==> config.mk <==
export PLATFORM = sky130hd
export DESIGN_NAME = am_inserter
export DESIGN_NICKNAME = d
export VERILOG_FILES = /design/src/rtl/am_inserter.sv
export SDC_FILE = /design/constraint.sdc
export NUM_CORES = 1
export LEC_CHECK = 0
export CAP_MARGIN = 15
export CORE_ASPECT_RATIO = 1.4
export CORE_MARGIN = 4
export CORE_UTILIZATION = 39
export DETAILED_ROUTE_END_ITERATION = 7
export PLACE_DENSITY = 0.75
export SLEW_MARGIN = 20
export SYNTH_ARGS = -nofsm -noshare
export SYNTH_HDL_FRONTEND = slang
export SYNTH_SLANG_ARGS = --single-unit
==> constraint.sdc <==
create_clock -name i_clock -period 1.6 [get_ports i_clock]
set_input_delay 0.32 -clock i_clock [delete_from_list [all_inputs] [get_ports i_clock]]
set_output_delay 0.32 -clock i_clock [all_outputs]
set_load 0.01 [all_outputs]
==> src/rtl/am_inserter.sv <==
// am_inserter: periodic alignment-marker inserter with running BIP for one PCS lane.
//   i_clock, i_reset (sync, active-high), i_am_enable (0 = bypass),
//   i_valid/i_data/o_ready upstream handshake, o_valid/o_data/o_am_flag registered output.
module am_inserter #(
    parameter int NB_BLOCK  = 66,
    parameter int NB_AM     = 48,
    parameter int LANE_ID   = 0,
    parameter int AM_PERIOD = 16383
) (
    input  logic                i_clock,
    input  logic                i_reset,
    input  logic                i_am_enable,
    input  logic                i_valid,
    input  logic [NB_BLOCK-1:0] i_data,
    output logic                o_ready,
    output logic                o_valid,
    output logic [NB_BLOCK-1:0] o_data,
    output logic                o_am_flag
);
    function automatic logic [47:0] am_word(input int lane);
        case (lane)
            0:       return 48'hC168213E97DE;
            1:       return 48'h9D718E628E71;
            2:       return 48'h594BE8A6B417;
            3:       return 48'h4D957BB26A84;
            4:       return 48'hF507090AF8F6;
            5:       return 48'hDD14C222EB3D;
            6:       return 48'h9A4A2665B5D9;
            7:       return 48'h7B456684BA99;
            8:       return 48'hA024765FDB89;
            9:       return 48'h68C9FB973604;
            10:      return 48'hFD6C99029366;
            11:      return 48'hB99155466EAA;
            12:      return 48'h5CB9B2A3464D;
            13:      return 48'h1AF8BDE50742;
            14:      return 48'h83C7CA7C3835;
            15:      return 48'h3536CDCAC932;
            16:      return 48'hC4314C3BCEB3;
            17:      return 48'hADD6B7522948;
            18:      return 48'h5F662AA099D5;
            19:      return 48'hC0F0E53F0F1A;
            default: return 48'h0;
        endcase
    endfunction

    // XOR of the eight payload bytes, sync header folded into bits 4 and 3
    function automatic logic [7:0] bip_of(input logic [NB_BLOCK-1:0] blk);
        logic [7:0] r;
        r = 8'h00;
        for (int i = 0; i < 8; i++) r ^= blk[i*8 +: 8];
        r[4] ^= blk[65];
        r[3] ^= blk[64];
        return r;
    endfunction

    if (LANE_ID < 0 || LANE_ID > 19) begin : g_bad_lane
        $error("am_inserter: LANE_ID must be in 0..19");
    end
    if (AM_PERIOD < 1) begin : g_bad_period
        $error("am_inserter: AM_PERIOD must be >= 1");
    end
    if (NB_BLOCK != 66 || NB_AM != 48) begin : g_bad_width
        $error("am_inserter: marker layout needs NB_BLOCK=66 and NB_AM=48");
    end

    localparam int                NB_CNT  = $clog2(AM_PERIOD + 1);
    localparam logic [NB_CNT-1:0] CNT_MAX = NB_CNT'(AM_PERIOD);
    localparam logic [NB_AM-1:0]  AM_WORD = am_word(LANE_ID);

    logic [NB_BLOCK-1:0] o_data_q, o_data_d, marker;
    logic                o_valid_q, o_valid_d, o_am_flag_q, o_am_flag_d;
    logic [NB_CNT-1:0]   cnt_q, cnt_d;
    logic [7:0]          acc_q, acc_d;
    logic                insert_due;

    // cnt parked at CNT_MAX by reset/bypass makes the first enabled slot a marker with BIP3=0
    always_comb begin
        insert_due  = cnt_q == CNT_MAX;
        o_ready     = ~i_reset & (~i_am_enable | ~insert_due);
        marker      = {2'b10, AM_WORD[47:24], acc_q, AM_WORD[23:0], ~acc_q};
        o_data_d    = i_data;
        o_valid_d   = i_valid;
        o_am_flag_d = 1'b0;
        cnt_d       = cnt_q;
        acc_d       = acc_q;
        if (!i_am_enable) begin
            cnt_d = CNT_MAX;
            acc_d = 8'h00;
        end else if (insert_due) begin
            o_data_d    = marker;
            o_valid_d   = 1'b1;
            o_am_flag_d = 1'b1;
            cnt_d       = '0;
            acc_d       = bip_of(marker);
        end else if (i_valid) begin
            cnt_d = cnt_q + 1'b1;
            acc_d = acc_q ^ bip_of(i_data);
        end
    end

    always_ff @(posedge i_clock) begin
        if (i_reset) begin
            o_data_q    <= '0;
            o_valid_q   <= 1'b0;
            o_am_flag_q <= 1'b0;
            cnt_q       <= CNT_MAX;
            acc_q       <= 8'h00;
        end else begin
            o_data_q    <= o_data_d;
            o_valid_q   <= o_valid_d;
            o_am_flag_q <= o_am_flag_d;
            cnt_q       <= cnt_d;
            acc_q       <= acc_d;
        end
    end

    assign o_data    = o_data_q;
    assign o_valid   = o_valid_q;
    assign o_am_flag = o_am_flag_q;
endmodule

* Yosys cells after proc, flatten, opt, wreduce, memory -nomap -nowiden *
Index checks and enable logic that the tools add are counted.

operators by class
  $add $sub $neg = 1
  mux-type cells = 9
  reduce and logical (&&, ||, !) cells = 2
  bitwise logic cells = 24
  equality and inequality tests = 1

operator list
  kind                                            count
  two-way mux 66 bit                              2
  XOR 8 bit                                       9
  two-way mux 14 bit                              2
  two-way mux 8 bit                               2
  adder 14 x 1 -> 14 bit (second input constant)  1
  equality test 14 bit (second input constant)    1
  NOT 5 bit                                       2
  NOT 8 bit                                       1
  NOT 3 bit                                       2
  NOT 6 bit                                       1
  NOT 1 bit                                       4
  two-way mux 1 bit                               3
  NOT 2 bit                                       1
  nonzero test 2 bit                              1
  OR reduction 2 bit                              1
  XOR 1 bit                                       2
  bitwise AND 1 bit                               1
  OR 1 bit                                        1

storage, ports and cells
  bits in registers = 90
  output and inout bits = 69

* Depth between registers and ports, before layout *
Gate-level depths: netlist of run 1.

  depth in word-level cells = 11
  gate-level depth with buffers = 8

* Least setup slack after synthesis of run 1 *
No wires, ideal clock.

  kind = register to output
  start point = register cnt_q[0]
  end point = output o_ready
  stages on the path, launching flop included = 8
  buffers on the path = 2
  data arrival time = 1.436 ns
  slack = -0.156 ns
  path through = dfxtp_1 > ha_1 > inv_1 > nor3_4 > and3_4 > buf_12 > buf_4 > nor2_1

on the way
  longest elaborated chain between the ends = 4

ends and longest elaborated chain
  item                    RTL line  source
  start, declared         72        logic [NB_CNT-1:0] cnt_q, cnt_d;
  start signal, assigned  112       cnt_q <= cnt_d;
  equality test 14 bit    78        insert_due = cnt_q == CNT_MAX;
  NOT 1 bit               79        o_ready = ~i_reset & (~i_am_enable | ~insert_due);
  OR 1 bit                79
  bitwise AND 1 bit       79
  end, declared           15        output logic o_ready,

Every way passes these cells.

* Final worst setup path of run 1 *
  start point = register cnt_q[10]
  end point = output o_ready

The elaborated chain is that of the path after synthesis.

==> results_dict.tcl, run 1 <==
set metrics [dict create \
    syn_area_per_cell_um2 9.53 \
    worst_pin_slew_ns 0.343 \
    violations "negative setup slack" \
    ys_ff_latch 90 \
    p_sw_frac 0.334 \
    final_nets 629 \
    arrival_ns 1.44 \
    max-clock-path-buffers 2 \
    clkLatencyLatePin_ns 0.33 \
    first_global_vias 3288 \
    dpl_cell_area_um2 5340 \
    fin_area_um2 5850 \
    start_kind "flip-flop" \
    num-fill-cells 747 \
    clockPowerShare 0.215 \
    route.vias.total 3241 \
    min_period_ns 1.76 \
    syn_area_um2 3600 \
    critical_path_class "reg -> out" \
    grt_max_degree 24 \
    io_buffers 138 \
    core_area_um2 9030 \
    switchingPower_mw 3.55 \
    grt-ovfl-total 0 \
    slew_violations 0 \
    yosysUniqueCellTypes 40 \
    h-tree-depth 3 \
    power_leakage_nw 2.47 \
    final.setup.worst_slack_ns -0.157 \
    holdWs_ns 0.286 \
    gr-usage-all-layers 0.191 \
    drt_iter0_markers 133 \
    max_freq_ghz 0.569 \
    seq_area_frac_synth 0.500 \
    synthCells 378 \
    end_kind "output port" \
    cts_num_sinks 90 \
    n_antenna_cell 0 \
    irDropWorstVdd_v 0.00112 \
    cts_inserted_buffers 9 \
    power_frac_comb 0.490 \
    grt_pass1_wl_um 15700 \
    cts.reportedPaths.clkPinSlew_ns 0.06 \
    layout-drive-gt1-share 0.187 \
    ys.flop_type "dfxtp_1" \
    seq_power_share 0.295 \
    yosys_warnings 0 \
    detail-route-antenna-nets 0 \
    rsz0062_at_grt "true" \
    power.total_mw 10.6 \
    via_per_inst 4.84 \
    synth-edff-count 0 \
    finalSetupViolCount 1 \
    async_flop_share 0 \
    finalHoldViolations 0 \
    cp_max_fo 2 \
    internal_power_mw 7.08 \
    cts_tree "built" \
    reg2regPathDepth 7 \
    powerDensity_nw_per_um2 1820 \
    drt_pass1_iterations 4 \
    drv_cap 0 \
    drc 0 \
    io_pins 139 \
    die_h_um 122 \
    drt_wl_total_um 10500 \
    dp_hpwl_um 7790 \
    cp.required_ns 1.28 \
    synth_fp_nets 449 \
    gp_congestion 0.789 \
    num_rows 41 \
    pre_cts_slack_ns -0.581 \
    maxSlewHeadroom 0.771 \
    area_growth_pct 62.5 \
    design.die.area_um2 10900 \
    fin_skew_ns 0.00380 \
    ctsRootBufferMaster "clkbuf_16" \
    post_drt_wl_per_cell_um 15.7 \
    die_x_um 89.2 \
    antenna_found_initial 0 \
    fin_crit_sh 1.10 \
    min_path_type "in -> reg" \
    start_util 0.399 \
    hold_path_depth 3 \
    status "finished with violations" \
]
==> worst max-delay path, cell delays in order, from the launching register on <==
cell,delay (ns)
dfxtp_2,0.34
and3_4,0.20
and4_4,0.21
and3_4,0.20
nor2_4,0.04
buf_6,0.11
==> worst paths after layout <==
| path | startpoint | end | slack [ns] |
|---|---|---|---|
| hold reg to reg | acc_q[5] | o_data[37] | 0.49 |
| setup / recovery | cnt_q[10] | o_ready | -0.16 |
| setup reg to reg | cnt_q[10] | o_data[5] | 0.01 |
| hold / removal | i_data[9] | o_data[9] | 0.29 |
==> cells by family after synthesis <==
family	count (synthesis)	share of synthesized area
AND/OR/NAND/NOR	149	0.208
buffers and inverters	23	0.0386
adder cells (fa/ha/maj)	1	0.00347
XOR/XNOR	66	0.168
multiplexers	2	0.00591
flip-flops	90	0.500
AO/OA/AOI/OAI	47	0.0751
==> routing by layer <==
metal	GRT usage	share of wire	vias up
li1	-	-	1605
met5	0	0	-
met1	0.219	0.40	1511
met3	0.0318	0.053	21
met2	0.336	0.52	104
met4	0.0894	0.025	0
==> sequential cells by signal (all words and copies together), names as in the netlist <==
name       cells
acc_q          8
o_data        66
o_am_flag      1
cnt_q         14
o_valid        1
==> cells in the final DEF, fill, tap and decap left out, drive strengths merged <==
cell type	n
dfxtp	90
nor2b	2
nor3	5
nand2b	9
xor2	21
nor3b	1
o211ai	2
nand4	2
nand2	28
mux2	1
clkinvlp	1
a221o	1
o21a	1
and3	28
clkbuf	11
xnor2	43
buf	52
and2	1
o31a	1
nor2	57
xnor3	2
dlygate4sd2	11
dlymetal6s2s	4
o21ai	18
clkinv	3
and4	2
mux2i	1
or3	6
bufinv	2
a21oi	23
o311ai	1
nand3	7
inv	3
ha	1
or3b	1
clkdlybuf4s50	121
==> area by class of cell <==
cell class              instances  area [um^2]  area share
clock inverters                 6         90.1      0.0154
clock buffers                  10          239      0.0408
inverters                       3         11.3     0.00192
repair buffers                189         1810       0.309
well taps                     107          134      0.0229
flip-flops and latches         90         1810       0.309
multi-input cells             265         1760       0.301
==> synthesized netlist by cell type (2+ instances only) <==
| library cell | number | share of area |
|---|---|---|
| clkbuf_1 | 10 | 0.010 |
| xnor3_1 | 2 | 0.013 |
| buf_2 | 4 | 0.0056 |
| inv_1 | 3 | 0.0031 |
| o211ai_1 | 2 | 0.0042 |
| o21ai_0 | 18 | 0.025 |
| xnor2_1 | 43 | 0.10 |
| a21oi_2 | 4 | 0.0097 |
| buf_4 | 2 | 0.0042 |
| and3_1 | 26 | 0.045 |
| nand2_2 | 4 | 0.0069 |
| nand4_1 | 2 | 0.0035 |
| and4_1 | 2 | 0.0049 |
| dfxtp_1 | 90 | 0.50 |
| xor2_1 | 21 | 0.051 |
| a21oi_1 | 19 | 0.026 |
| nor2_1 | 57 | 0.059 |
| nand3_1 | 5 | 0.0069 |
| or3_1 | 6 | 0.010 |
| nand2b_1 | 9 | 0.016 |
| buf_12 | 2 | 0.011 |
| nor3_1 | 4 | 0.0056 |
| nand3_2 | 2 | 0.0056 |
| nor2b_1 | 2 | 0.0035 |
| nand2_1 | 24 | 0.025 |
==> metrics by stage <==
step	cells	setup TNS (ns)	util
3_3_place_gp	649	-4.61	0.592
4_1_cts	666	-0.154	0.633
3_5_place_dp	649	-5.94	0.592
5_1_grt	670	-0.354	0.648
2_1_floorplan	378	0	-
6_report	670	-0.157	0.648
==> timing repair <==
action,in CTS,in global routing
resized for setup,28,23
hold endpoints to repair,0,0
setup buffers,1,3
hold buffers,0,0
cloned,0,2
endpoints found under the setup margin,11,47
pin swaps,7,11
==> power by group through the flow <==
stage	registers, mW	clock network (mW)	logic [mW]
2_1_floorplan	3.40	0	2.34
3_3_place_gp	3.14	0	4.50
3_5_place_dp	3.17	0	4.62
4_1_cts	3.13	2.33	4.79
5_1_grt	3.21	2.41	5.63
6_report	3.14	2.29	5.21
Power figures use the tool's default switching activity.
==> inputs of run 2 (changes only) <==
--- a/config.mk
+++ b/config.mk
@@ -10,7 +10,7 @@
 export CORE_MARGIN = 4
 export CORE_UTILIZATION = 39
 export DETAILED_ROUTE_END_ITERATION = 7
-export PLACE_DENSITY = 0.75
+export PLACE_DENSITY_LB_ADDON = 0.2
 export SLEW_MARGIN = 20
 export SYNTH_ARGS = -nofsm -noshare
 export SYNTH_HDL_FRONTEND = slang
==> results_dict.tcl, run 2 (synthesized netlist as in run 1, its figures left out) <==
set metrics [dict create \
    status "finished with violations" \
    violations "negative setup slack" \
    die_x_um 89.2 \
    min_period_ns 1.72 \
    num-fill-cells 747 \
    gr-usage-all-layers 0.188 \
    grt-ovfl-total 0 \
    holdPathEnd "o_data[28]" \
    core_area_um2 9030 \
    drt_wl_total_um 10100 \
    design.die.area_um2 10900 \
    route.vias.total 3180 \
    cp_max_fo 2 \
    fin_area_um2 5840 \
    end_kind "output port" \
    drv_cap 0 \
    rr_endpoint "o_data[51]" \
    dpl_cell_area_um2 5400 \
    via_per_inst 4.72 \
    ctsRootBufferMaster "clkbuf_16" \
    post_drt_wl_per_cell_um 14.9 \
    grt_pass1_wl_um 15600 \
    cts.reportedPaths.clkPinSlew_ns 0.06 \
    area_growth_pct 62.2 \
    final_common_cell "clkdlybuf4s50_1" \
    largest_reg_flops 66 \
    finalSetupViolCount 16 \
    max_freq_ghz 0.582 \
    layout-drive-gt1-share 0.192 \
    dp_hpwl_um 7440 \
    final.setup.worst_slack_ns -0.118 \
    num_rows 41 \
    final_nets 633 \
    regArea_um2 1810 \
    start_kind "flip-flop" \
    hold_path_depth 3 \
    multiInputGateArea_um2 1750 \
    hp-start "i_data[28]" \
    fin_skew_ns 0.00640 \
    h-tree-depth 3 \
    drt_pass1_iterations 4 \
    cp.required_ns 1.28 \
    holdWs_ns 0.232 \
    start_util 0.399 \
    final_cell_mix "clkdlybuf4s50_1, dfxtp_1, nor2_1" \
    first_global_vias 3106 \
    rsz0062_at_grt "true" \
    antenna_found_initial 0 \
    cts_num_sinks 90 \
    cts_tree "built" \
    gp_congestion 0.758 \
    drc 0 \
    finalHoldViolations 0 \
    slew_violations 0 \
    r2r_slack_ns -0.04 \
    maxSlewHeadroom 0.782 \
    cts_inserted_buffers 9 \
    min_path_type "in -> reg" \
    worst_pin_slew_ns 0.326 \
    powerDensity_nw_per_um2 1760 \
    io_buffers 138 \
    power_leakage_nw 2.50 \
    io_pins 139 \
    clkLatencyLatePin_ns 0.33 \
    crit-reg2reg-launch "cnt_q[9]" \
    reg2regPathDepth 7 \
    detail-route-antenna-nets 0 \
    irDropWorstVdd_v 0.00129 \
    grt_max_degree 27 \
    critical_path_class "reg -> out" \
    die_h_um 122 \
    fin_crit_sh 1.07 \
    drt_iter0_markers 102 \
    max-clock-path-buffers 2 \
    arrival_ns 1.40 \
    n_antenna_cell 0 \
]
## run 2: cell types whose count changed in the layout (fill, tap and decap cells not counted), sizes merged
| cell | before | now |
|---|---|---|
| clkdlybuf4s15 | 0 | 1 |
| dlymetal6s2s | 4 | 7 |
| dlygate4sd2 | 11 | 6 |
| buf | 52 | 56 |
| bufinv | 2 | 1 |
| bufbuf | 0 | 1 |
| clkinv | 3 | 2 |
| clkbuf | 11 | 15 |
| clkdlybuf4s50 | 121 | 119 |
## run 2: what timing repair did
item | in CTS | in global routing
hold endpoints to repair | 0 | 0
gates cloned | 1 | 0
pin swaps | 8 | 18
setup buffers | 2 | 1
hold buffers | 0 | 0
setup endpoints to repair | 38 | 66
resized for setup | 26 | 26
## run 2: worst max-delay path by stage
stage | startpoint | to | slack (ns) | cells past startpoint
6_report | cnt_q[9] | o_ready | -0.12 | 5
5_1_grt | cnt_q[9] | o_ready | -0.16 | 5
4_1_cts | cnt_q[10] | o_ready | -0.14 | 5
3_5_place_dp | i_data[35] | acc_q[3] | -0.52 | 6
3_3_place_gp | i_data[35] | acc_q[3] | -0.51 | 6
2_1_floorplan | cnt_q[0] | o_ready | 0.005 | 7
## run 2: report_power, final
part,total (mW),leakage (nW),switching [mW],internal [mW]
combinational,5.04,1.62,2.28,2.76
clock,2.10,0.143,0.847,1.25
sequential,3.12,0.744,0.238,2.88
## run 2: cell type report
class / count / area share
Multi-Input combinational cell: 265 / 0.300
Tap cell: 107 / 0.0229
Clock inverter: 4 / 0.00878
Timing Repair Buffer: 193 / 0.314
Clock buffer: 12 / 0.0422
Inverter: 3 / 0.00193
Sequential cell: 90 / 0.310
## run 2: critical path, cell delays in order (launching register included)
cell,delay (ns)
dfxtp_2,0.32
and3_4,0.18
and4_4,0.21
and3_4,0.20
nor2_4,0.04
buf_6,0.11
## run 2: stage by stage
stage	setup slack [ns]	std cells	setup TNS, ns	total power, mW	util
final	-0.118	674	-0.547	10.3	0.647
after global routing	-0.159	674	-2.57	10.9	0.647
after CTS	-0.138	674	-0.741	10.2	0.640
after detailed placement	-0.518	655	-8.59	7.75	0.598
after global placement	-0.513	655	-6.61	7.66	0.598
after floorplan	0.00513	378	0	5.74	-
## run 2: metal layers
layer / track usage / share of wire / vias up
met5: 0 / 0 / -
met4: 0.0559 / 0.0099 / 0
met3: 0.0419 / 0.067 / 6
met2: 0.332 / 0.53 / 85
met1: 0.223 / 0.39 / 1480
li1: - / - / 1609
